`src/rtl/instruction_fetch_pkg.sv`:
```
// Shared fetch definitions: default widths, opcode constants, NOP word and fetch-state enum.
package instruction_fetch_pkg;

  localparam int DEF_ADDR_WIDTH = 8;
  localparam int DEF_DATA_WIDTH = 32;
  localparam int DEF_CNT_WIDTH  = 16;

  // Opcode field values; fetch itself never decodes them.
  localparam logic [3:0] OP_ADD  = 4'b0100;
  localparam logic [3:0] OP_INC  = 4'b0101;
  localparam logic [3:0] OP_SUB  = 4'b0111;
  localparam logic [3:0] OP_BRN  = 4'b1011;
  localparam logic [3:0] OP_LD   = 4'b1110;
  localparam logic [3:0] OP_SVPC = 4'b1111;

  localparam logic [31:0] NOP_WORD = 32'h0;

  // FILL: nothing valid in flight; PRIME: one valid fetch in flight; RUN: output valid.
  typedef enum logic [1:0] {
    FILL  = 2'd0,
    PRIME = 2'd1,
    RUN   = 2'd2
  } fetch_state_e;

endpackage

```
`src/rtl/instruction_fetch.sv`:
```
// Instruction fetch: owns the PC, issues addresses to a 1-cycle synchronous memory,
// registers the returned word for decode, handles stall and branch redirect.
module instruction_fetch
  import instruction_fetch_pkg::*;
#(
  parameter int                    ADDR_WIDTH = DEF_ADDR_WIDTH,
  parameter int                    DATA_WIDTH = DEF_DATA_WIDTH,
  parameter logic [ADDR_WIDTH-1:0] RESET_PC   = '0,
  parameter int                    CNT_WIDTH  = DEF_CNT_WIDTH
) (
  input  logic                  clock,
  input  logic                  reset,
  input  logic                  stall,
  input  logic                  redirect,
  input  logic [ADDR_WIDTH-1:0] redirect_target,
  output logic [ADDR_WIDTH-1:0] imem_addr,
  input  logic [DATA_WIDTH-1:0] imem_data,
  output logic [DATA_WIDTH-1:0] instr,
  output logic [ADDR_WIDTH-1:0] instr_pc,
  output logic                  instr_valid,
  output logic [CNT_WIDTH-1:0]  issue_count
);

  logic [ADDR_WIDTH-1:0] pc_q;
  logic [ADDR_WIDTH-1:0] inflight_pc_q;
  logic                  inflight_vld_q;
  fetch_state_e          state, state_next;

  // The FSM state is the single source of both valid flags, so they can never disagree.
  assign inflight_vld_q = (state != FILL);
  assign instr_valid    = (state == RUN);

  // On a held stall edge, replay the in-flight address so the word returned next edge
  // still belongs to inflight_pc_q. A redirect always issues from the PC path.
  assign imem_addr = (stall && !redirect) ? inflight_pc_q : pc_q;

  // State register.
  always_ff @(posedge clock or posedge reset) begin
    if (reset) state <= FILL;
    else       state <= state_next;
  end

  // Next-state: fill the two-stage pipe on non-stall edges; redirect flushes back to FILL.
  always_comb begin
    state_next = state;
    if (redirect) begin
      state_next = FILL;
    end else if (!stall) begin
      unique case (state)
        FILL:    state_next = PRIME;
        PRIME:   state_next = RUN;
        RUN:     state_next = RUN;
        default: state_next = FILL;
      endcase
    end
  end

  // PC and in-flight address: advance on normal edges, reload on redirect, hold on stall.
  always_ff @(posedge clock or posedge reset) begin
    if (reset) begin
      pc_q          <= RESET_PC;
      inflight_pc_q <= RESET_PC;
    end else if (redirect) begin
      pc_q <= redirect_target;
    end else if (!stall) begin
      inflight_pc_q <= pc_q;
      pc_q          <= pc_q + 1'b1;
    end
  end

  // Output word register: capture memory data on normal edges; held (stale) otherwise.
  always_ff @(posedge clock or posedge reset) begin
    if (reset) begin
      instr    <= '0;
      instr_pc <= '0;
    end else if (!stall && !redirect) begin
      instr    <= imem_data;
      instr_pc <= inflight_pc_q;
    end
  end

  // Count consumed instructions, including the one consumed on a non-stalled redirect edge.
  always_ff @(posedge clock or posedge reset) begin
    if (reset)                    issue_count <= '0;
    else if (instr_valid && !stall) issue_count <= issue_count + 1'b1;
  end

endmodule

```
`config.mk`:
```
export PLATFORM = sky130hd
export DESIGN_NAME = instruction_fetch
export DESIGN_NICKNAME = d
export VERILOG_FILES = /design/src/rtl/instruction_fetch_pkg.sv /design/src/rtl/instruction_fetch.sv
export SDC_FILE = /design/constraint.sdc
export NUM_CORES = 1
export LEC_CHECK = 0
export BUFFER_PORTS_ARGS = -buffer_cell sky130_fd_sc_hd__buf_2
export CAP_MARGIN = 20
export CORE_ASPECT_RATIO = 1.2
export CORE_UTILIZATION = 45
export DETAILED_ROUTE_END_ITERATION = 7
export PLACE_DENSITY = 0.78
export SLEW_MARGIN = 10
export SYNTH_ARGS = -nofsm -noshare
export SYNTH_HDL_FRONTEND = slang
export SYNTH_SLANG_ARGS = --single-unit
```
`constraint.sdc`:
```
create_clock -name clock -period 5.45 [get_ports clock]
set_input_delay 0.2725 -clock clock [delete_from_list [all_inputs] [get_ports clock]]
set_output_delay 0.2725 -clock clock [all_outputs]
set_load 0.1 [all_outputs]
```
# Word-level counts from Yosys, hierarchy flattened
# Cells that the tools add are included.
# totals
regBits	74
inputBits	44
out_inout_bits	65
# op_classes
n_addsub	2
n_eq_ne	3
muxes	6
n_bitwise	2
n_reduce_logical	8
# ops
cell	count
two-way mux 8 bit	3
adder 16 x 1 -> 16 bit (second input constant)	1
adder 8 x 1 -> 8 bit (second input constant)	1
two-way mux 2 bit	2
one-hot mux 2 bit (2 select lines)	1
logical AND 1 bit	3
== test 2 x 1 -> 1 bit (second input constant)	1
== test 2 bit (second input constant)	1
logical NOT 1 bit	2
logical NOT 2 bit	1
inequality test 2 x 1 -> 1 bit (second input constant)	1
inverter 1 bit	2
AND reduction 2 bit	1
OR reduction 2 bit	1

# Logic depth before layout (Yosys ltp)
# Gate-level depths: netlist of run 1.
# logic_depth
word_depth	5
depth_mapped	6

# Worst setup path before layout of run 1
# OpenSTA, ideal clock, no wires.
# synth_timing
kind	reg2reg
startpoint	register state[0]
endpoint	register issue_count[12]
setup_ns	0.159
arrival_time_ns	2.052
path_slack_ns	3.239
stages_incl_launch_ff	7
cell_sequence	dfrtp_1 > inv_1 > ha_1 > nand3b_1 > nor2_1 > nand3_1 > xnor2_1
# synth_between
elab_chain_cells	2
# synth_lines
element	line	rtl
from (decl)	instruction_fetch.sv:27	fetch_state_e state, state_next;
from (signal assigned)	instruction_fetch.sv:40	else state <= state_next;
== test 2 bit	instruction_fetch.sv:31	assign instr_valid = (state == RUN);
via instr_valid	instruction_fetch.sv:20	output logic instr_valid,
logical AND 1 bit	instruction_fetch.sv:85	else if (instr_valid && !stall) issue_count <= issue_count + 1'b1;
to (signal assigned)	instruction_fetch.sv:85	
to (decl)	instruction_fetch.sv:21	output logic [CNT_WIDTH-1:0] issue_count
# The timed path passes the listed nets, and every way through them passes these cells.
# A chain may end at the register's enable or synchronous reset.

# Worst setup path after layout of run 1
# layout_timing
startpoint	input port redirect
endpoint	output port imem_addr[1]
# layout_between
elab_chain_cells	3
# layout_lines
element	line	rtl
from (decl)	instruction_fetch.sv:14	input logic redirect,
logical NOT 1 bit	instruction_fetch.sv:35	assign imem_addr = (stall && !redirect) ? inflight_pc_q : pc_q;
logical AND 1 bit	instruction_fetch.sv:35	
two-way mux 8 bit	instruction_fetch.sv:35	
to (decl)	instruction_fetch.sv:16	output logic [ADDR_WIDTH-1:0] imem_addr,
# No other way between the ends.

==> metrics.csv, run 1 <==
stage,metric,value,unit
placement,dpl cell area,0.00373,mm^2
drt,antenna-violating nets left,0,
yosys,syn avg cell area,13.9,um^2
floorplan,die area,0.00727,mm^2
yosys,Yosys reg bits,74,
sta,Slew HR,0.403,
drt,1st-pass router iterations,4,
global_route,initial antenna violation count,0,
floorplan,Rows,32,
layout,area of the multi-input gates,0.00120,mm^2
floorplan,Die X,78.0,um
drt,Routed WL per cell,13.4,um
global_route,vias in the first global route,2017,
global_route,global-route wire length before repair,9.47,mm
clocking,clk sinks,74,
placement,HPWL after DPL,4.08,mm
worst_setup_path,WP data required,5.18,ns
sta,final setup vio count,0,
drt,via/cell ratio,4.92,
sta,fmax,509,MHz
sta,Slew @ Worst Pin,0.896,ns
clocking,CTS Hold Bufs,0,
sta,part of the cycle the worst path needs,0.361,
placement,final RePlAce weighted congestion,0.757,
layout,final design area excluding fillers,0.00396,mm^2
clocking,TritonCTS clock tree,yes,
worst_setup_path,Critical Path Start Type,primary input,
min_path,Hold/Removal Path Class,primary input to register,
drt,Routed WL,5.72,mm
clocking,Resize count post-CTS,0,
clocking,clock buffer count from CTS,9,
clocking,"CTS clk-pin slew, worst paths",0.07,ns
sta,Pins Over Slew Limit,0,
pwr,PwrDens,498,mW/mm^2
sta,RSZ-0062 raised after global routing,no,
drt,Remaining DRCs,0,
clocking,clock tree root buffer cell,clkbuf_8,
worst_setup_path,crit path capture type,output pin,
layout,share of cells above drive strength 1,0.545,
layout,Final nets,385,
worst_setup_path,Max Fanout on Critical Path,19,
worst_setup_path,reg-to-reg setup timing slack,3.83,ns
clocking,clk_lat worst skew,0.33,ns
pwr,Leakage,1.94,nW
drt,DR iter-0 viols,68,
sta,Fin Setup TNS,0,ns
yosys,Netlist cell types,25,
sta,Final Hold Vio Count,0,
clocking,Longest Clk Path Bufs,2,
global_route,largest net degree at the start of global routing,75,
layout,Fillers,542,
floorplan,die height,93.2,um
sta,Fin Clk Skew,0.00673,ns
clocking,H-tree Lvls,3,
sta,Tmin final,1.97,ns
yosys,register area share after synthesis,0.593,
yosys,Gate Count Post-Synth,225,
layout,diodes inserted,0,
layout,Area Growth Syn to Fin,27.0,%
worst_setup_path,CP arrival,1.69,ns
layout,"commonest non-fill, non-tap cell in the layout",buf_2,
worst_setup_path,kind of critical path,primary input to output pin,
layout,sequential standard cell area,0.00185,mm^2
yosys,Synthesized Nets,273,
floorplan,Core Box Area,0.00657,mm^2
clocking,Post-CTS Setup Inserts,0,
run,Max-Cap Viols,0,
status,status,"finished, final reports clean",
placement,# port buffers,108,
global_route,grt ovf,0,
layout,"commonest cells after routing, fill and taps aside","108 x buf_2, 74 x dfrtp_1, 58 x mux2_2, 15 x xnor2_1, 13 x nand2_1",
floorplan,Ports,109,
global_route,total track usage,0.171,
floorplan,starting density of the core,0.475,
pwr,Worst VDD drop,0.237,mV
yosys,synthesized area,0.00312,mm^2
yosys,yosys warns,0,
drt,Vias,2097,
-- per-stage QoR --
step	total power [mW]	worst slack [ns]	hold slack (ns)	std cells	util
final	1.97	3.48	0.143	426	0.604
after global routing	2.05	3.40	0.143	426	0.604
after CTS	1.99	3.47	0.134	426	0.604
after detailed placement	1.50	3.45	0.460	411	0.568
after global placement	1.49	3.51	0.467	411	0.568
after floorplan	1.37	3.24	0.389	225	-
-- registers in the layout, indices dropped and copies added, names as in the netlist --
register,cells
state,2
issue_count,16
instr_pc,8
inflight_pc_q,8
instr,32
pc_q,8
-- layout make-up --
cell class,instances,area share
sequential,74,0.467
timing repair buffer,110,0.140
inverter,5,0.00473
tap,85,0.0268
clock inverter,5,0.0262
clock buffer,10,0.0322
multi-input combinational,137,0.303
-- critical path, cell delays in order --
cell	delay, ns
buf_2	0.28
nand2b_1	0.45
mux2_2	0.39
buf_2	0.29
-- synth_stat cells --
cell type	number	area (um^2)
dfrtp_1	74	1850
mux2_2	58	653
xnor2_1	15	131
nand2_1	13	48.8
nor2_1	8	30.0
nand3_1	7	35.0
o21ai_0	7	35.0
xor2_1	7	61.3
inv_1	5	18.8
buf_2	4	20.0
ha_1	4	50.1
nand4_1	4	25.0
and3_1	3	18.8
buf_4	3	22.5
mux2i_1	3	30.0
and3b_1	1	8.76
and4_1	1	8.76
buf_6	1	11.3
clkbuf_1	1	3.75
nand2b_1	1	6.26
nand2b_4	1	13.8
nand3b_1	1	7.51
nor2b_1	1	6.26
nor3_4	1	16.3
or2_1	1	6.26
-- cells by family (layout without fill, tap and decap cells) --
| family | count (synthesis) | count (layout) | share of synthesized area |
|---|---|---|---|
| adder cells (fa/ha/maj) | 4 | 4 | 0.0160 |
| AND/OR/NAND/NOR | 43 | 43 | 0.0742 |
| AO/OA/AOI/OAI | 7 | 7 | 0.0112 |
| multiplexers | 61 | 61 | 0.219 |
| flip-flops | 74 | 74 | 0.593 |
| buffers and inverters | 14 | 130 | 0.0245 |
| XOR/XNOR | 22 | 22 | 0.0617 |
-- layer usage --
metal	vias to the layer above	share of wire	global-route usage
met5	-	0	0
met4	0	0.015	0.0926
met3	9	0.071	0.0371
met2	80	0.47	0.277
met1	1010	0.44	0.213
li1	998	-	-
-- power breakdown --
part	total [mW]	internal (mW)	switching (mW)
Sequential	0.689	0.633	0.0561
Combinational	0.793	0.144	0.650
Clock	0.490	0.302	0.188
Total	1.97	1.08	0.894
-- final timing paths --
| check | startpoint | to | cells past startpoint |
|---|---|---|---|
| max reg2reg | state[0] | issue_count[6] | 6 |
| min reg2reg | issue_count[15] | issue_count[15] | 1 |
| max in group asynchronous | reset | pc_q[5] | 3 |
| min in group asynchronous | reset | issue_count[9] | 3 |
| max | redirect | imem_addr[1] | 4 |
| min | redirect_target[5] | pc_q[5] | 3 |
(Power assumes the default switching activity.)
==> run 2, diff against run 1 <==
--- a/config.mk
+++ b/config.mk
@@ -10,7 +10,7 @@
 export CORE_ASPECT_RATIO = 1.2
 export CORE_UTILIZATION = 45
 export DETAILED_ROUTE_END_ITERATION = 7
-export PLACE_DENSITY = 0.78
+export PLACE_DENSITY = 0.81
 export SLEW_MARGIN = 10
 export SYNTH_ARGS = -nofsm -noshare
 export SYNTH_HDL_FRONTEND = slang
==> constraint.sdc (replaced) <==
create_clock -name clock -period 1.8 [get_ports clock]
set_input_delay 0.09 -clock clock [delete_from_list [all_inputs] [get_ports clock]]
set_output_delay 0.09 -clock clock [all_outputs]
set_load 0.1 [all_outputs]
==> metrics.csv, run 2 (same netlist as run 1, synthesis figures left out) <==
stage,metric,value,unit
floorplan,Rows,32,
layout,final design area excluding fillers,0.00446,mm^2
floorplan,Die X,78.0,um
layout,"commonest non-fill, non-tap cell in the layout",buf_2,
worst_setup_path,WP data required,1.71,ns
clocking,clk_lat worst skew,0.34,ns
clocking,TritonCTS clock tree,yes,
sta,final setup vio count,0,
sta,fmax,651,MHz
layout,Final nets,431,
sta,Slew @ Worst Pin,0.627,ns
pwr,Worst VDD drop,1.26,mV
pwr,PwrDens,1370,mW/mm^2
drt,1st-pass router iterations,4,
placement,pre-CTS setup slack,0.314,ns
layout,Area Growth Syn to Fin,43.1,%
sta,Fin Clk Skew,0.00842,ns
worst_setup_path,crit path capture type,output pin,
placement,final RePlAce weighted congestion,0.769,
layout,Largest register FFs,32,
layout,share of cells above drive strength 1,0.518,
clocking,clock tree root buffer cell,clkbuf_8,
global_route,total track usage,0.197,
layout,diodes inserted,0,
global_route,vias in the first global route,2381,
drt,Vias,2283,
drt,antenna-violating nets left,0,
pwr,"Power, Total",6.09,mW
floorplan,Core Box Area,0.00657,mm^2
sta,RSZ-0062 raised after global routing,no,
sta,Tmin final,1.54,ns
placement,# port buffers,108,
floorplan,Ports,109,
worst_setup_path,"Largest stage delay, worst path",0.43,ns
layout,Largest Register,instr,
clocking,clock buffer count from CTS,9,
clocking,Longest Clk Path Bufs,2,
worst_setup_path,CP arrival,1.45,ns
drt,Routed WL per cell,14.2,um
global_route,global-route wire length before repair,10.7,mm
placement,HPWL after DPL,4.24,mm
global_route,initial antenna violation count,0,
drt,Routed WL,6.73,mm
pwr,Leakage,2.13,nW
min_path,Hold/Removal Path Class,primary input to register,
drt,Remaining DRCs,0,
sta,Pins Over Slew Limit,0,
layout,"commonest cells after routing, fill and taps aside","108 x buf_2, 66 x dfrtp_1, 58 x mux2_2, 41 x dlygate4sd3_1, 15 x xnor2_1",
floorplan,die height,93.2,um
worst_setup_path,Max Fanout on Critical Path,3,
global_route,largest net degree at the start of global routing,50,
sta,part of the cycle the worst path needs,0.853,
layout,Fillers,482,
worst_setup_path,crit path cell chain,inv_1 > ha_4 > buf_2,
sta,Fin Setup TNS,0,ns
sta,Slew HR,0.582,
layout,final non-filler cell total,473,
placement,dpl cell area,0.00382,mm^2
global_route,grt ovf,0,
sta,slack of the critical path,0.265,ns
placement,placed insts,416,
worst_setup_path,Critical Path Start Type,register,
clocking,clk sinks,74,
drt,DR iter-0 viols,55,
sta,Final Hold Vio Count,0,
floorplan,die area,0.00727,mm^2
clocking,H-tree Lvls,3,
clocking,"CTS clk-pin slew, worst paths",0.08,ns
clocking,Resize count post-CTS,0,
layout,Top Registers,"instr x32, issue_count x16",
worst_setup_path,Worst path slowest cell,buf_2,
run,Max-Cap Viols,0,
worst_setup_path,kind of critical path,register to output pin,
drt,via/cell ratio,4.83,
status,status,"finished, final reports clean",
floorplan,starting density of the core,0.475,
==> run 2: cell type report <==
cell class              count  area [um^2]  share of cell area
multi-input cells         137         1210               0.272
inverters                   5         22.5             0.00504
flip-flops and latches     74         1860               0.417
repair buffers            156         1030               0.230
clock buffers              10          128              0.0286
well taps                  85          106              0.0238
clock inverters             6          105              0.0235
==> run 2: power by group <==
group,leakage (nW),switching [mW],internal [mW]
clock network,0.120,0.573,0.914
logic,1.12,1.99,0.511
registers,0.891,0.178,1.93
==> run 2: what timing repair did <==
action	CTS	global route
endpoints found under the hold margin	114	0
hold buffers	41	0
buffers inserted	0	0
==> run 2: metrics by stage <==
stage,util,hold slack (ns)
finish,0.680,0.138
global route,0.680,0.159
CTS,0.680,0.133
detailed placement,0.582,0.177
global placement,0.582,0.169
floorplan,-,0.207
==> run 2: worst max-delay path: cells and delay by family, from the launching register on <==
kind       cells  cell delay [ns]
buf+inv        2             0.55
flops          1             0.38
fa+ha+maj      1             0.17
==> run 2: final timing paths <==
path | cells past startpoint | slack, ns | end | start
worst max-delay path | 3 | 0.26 | instr_valid | state[0]
worst min-delay path | 3 | 0.14 | state[1] | stall
worst min register to register | 1 | 0.48 | issue_count[15] | issue_count[15]
min in group asynchronous | 4 | 0.35 | issue_count[15] | reset
worst max register to register | 6 | 0.29 | issue_count[7] | state[0]
max in group asynchronous | 4 | 0.86 | issue_count[4] | reset
==> run 2: routing by layer <==
| metal | share of wire | global-route usage | vias to the layer above | wire (um) |
|---|---|---|---|---|
| li1 | - | - | 1085 | - |
| met1 | 0.40 | 0.213 | 1110 | 2680 |
| met2 | 0.54 | 0.366 | 75 | 3610 |
| met3 | 0.049 | 0.0351 | 13 | 331 |
| met4 | 0.016 | 0.102 | 0 | 106 |
| met5 | 0 | 0 | - | 0 |
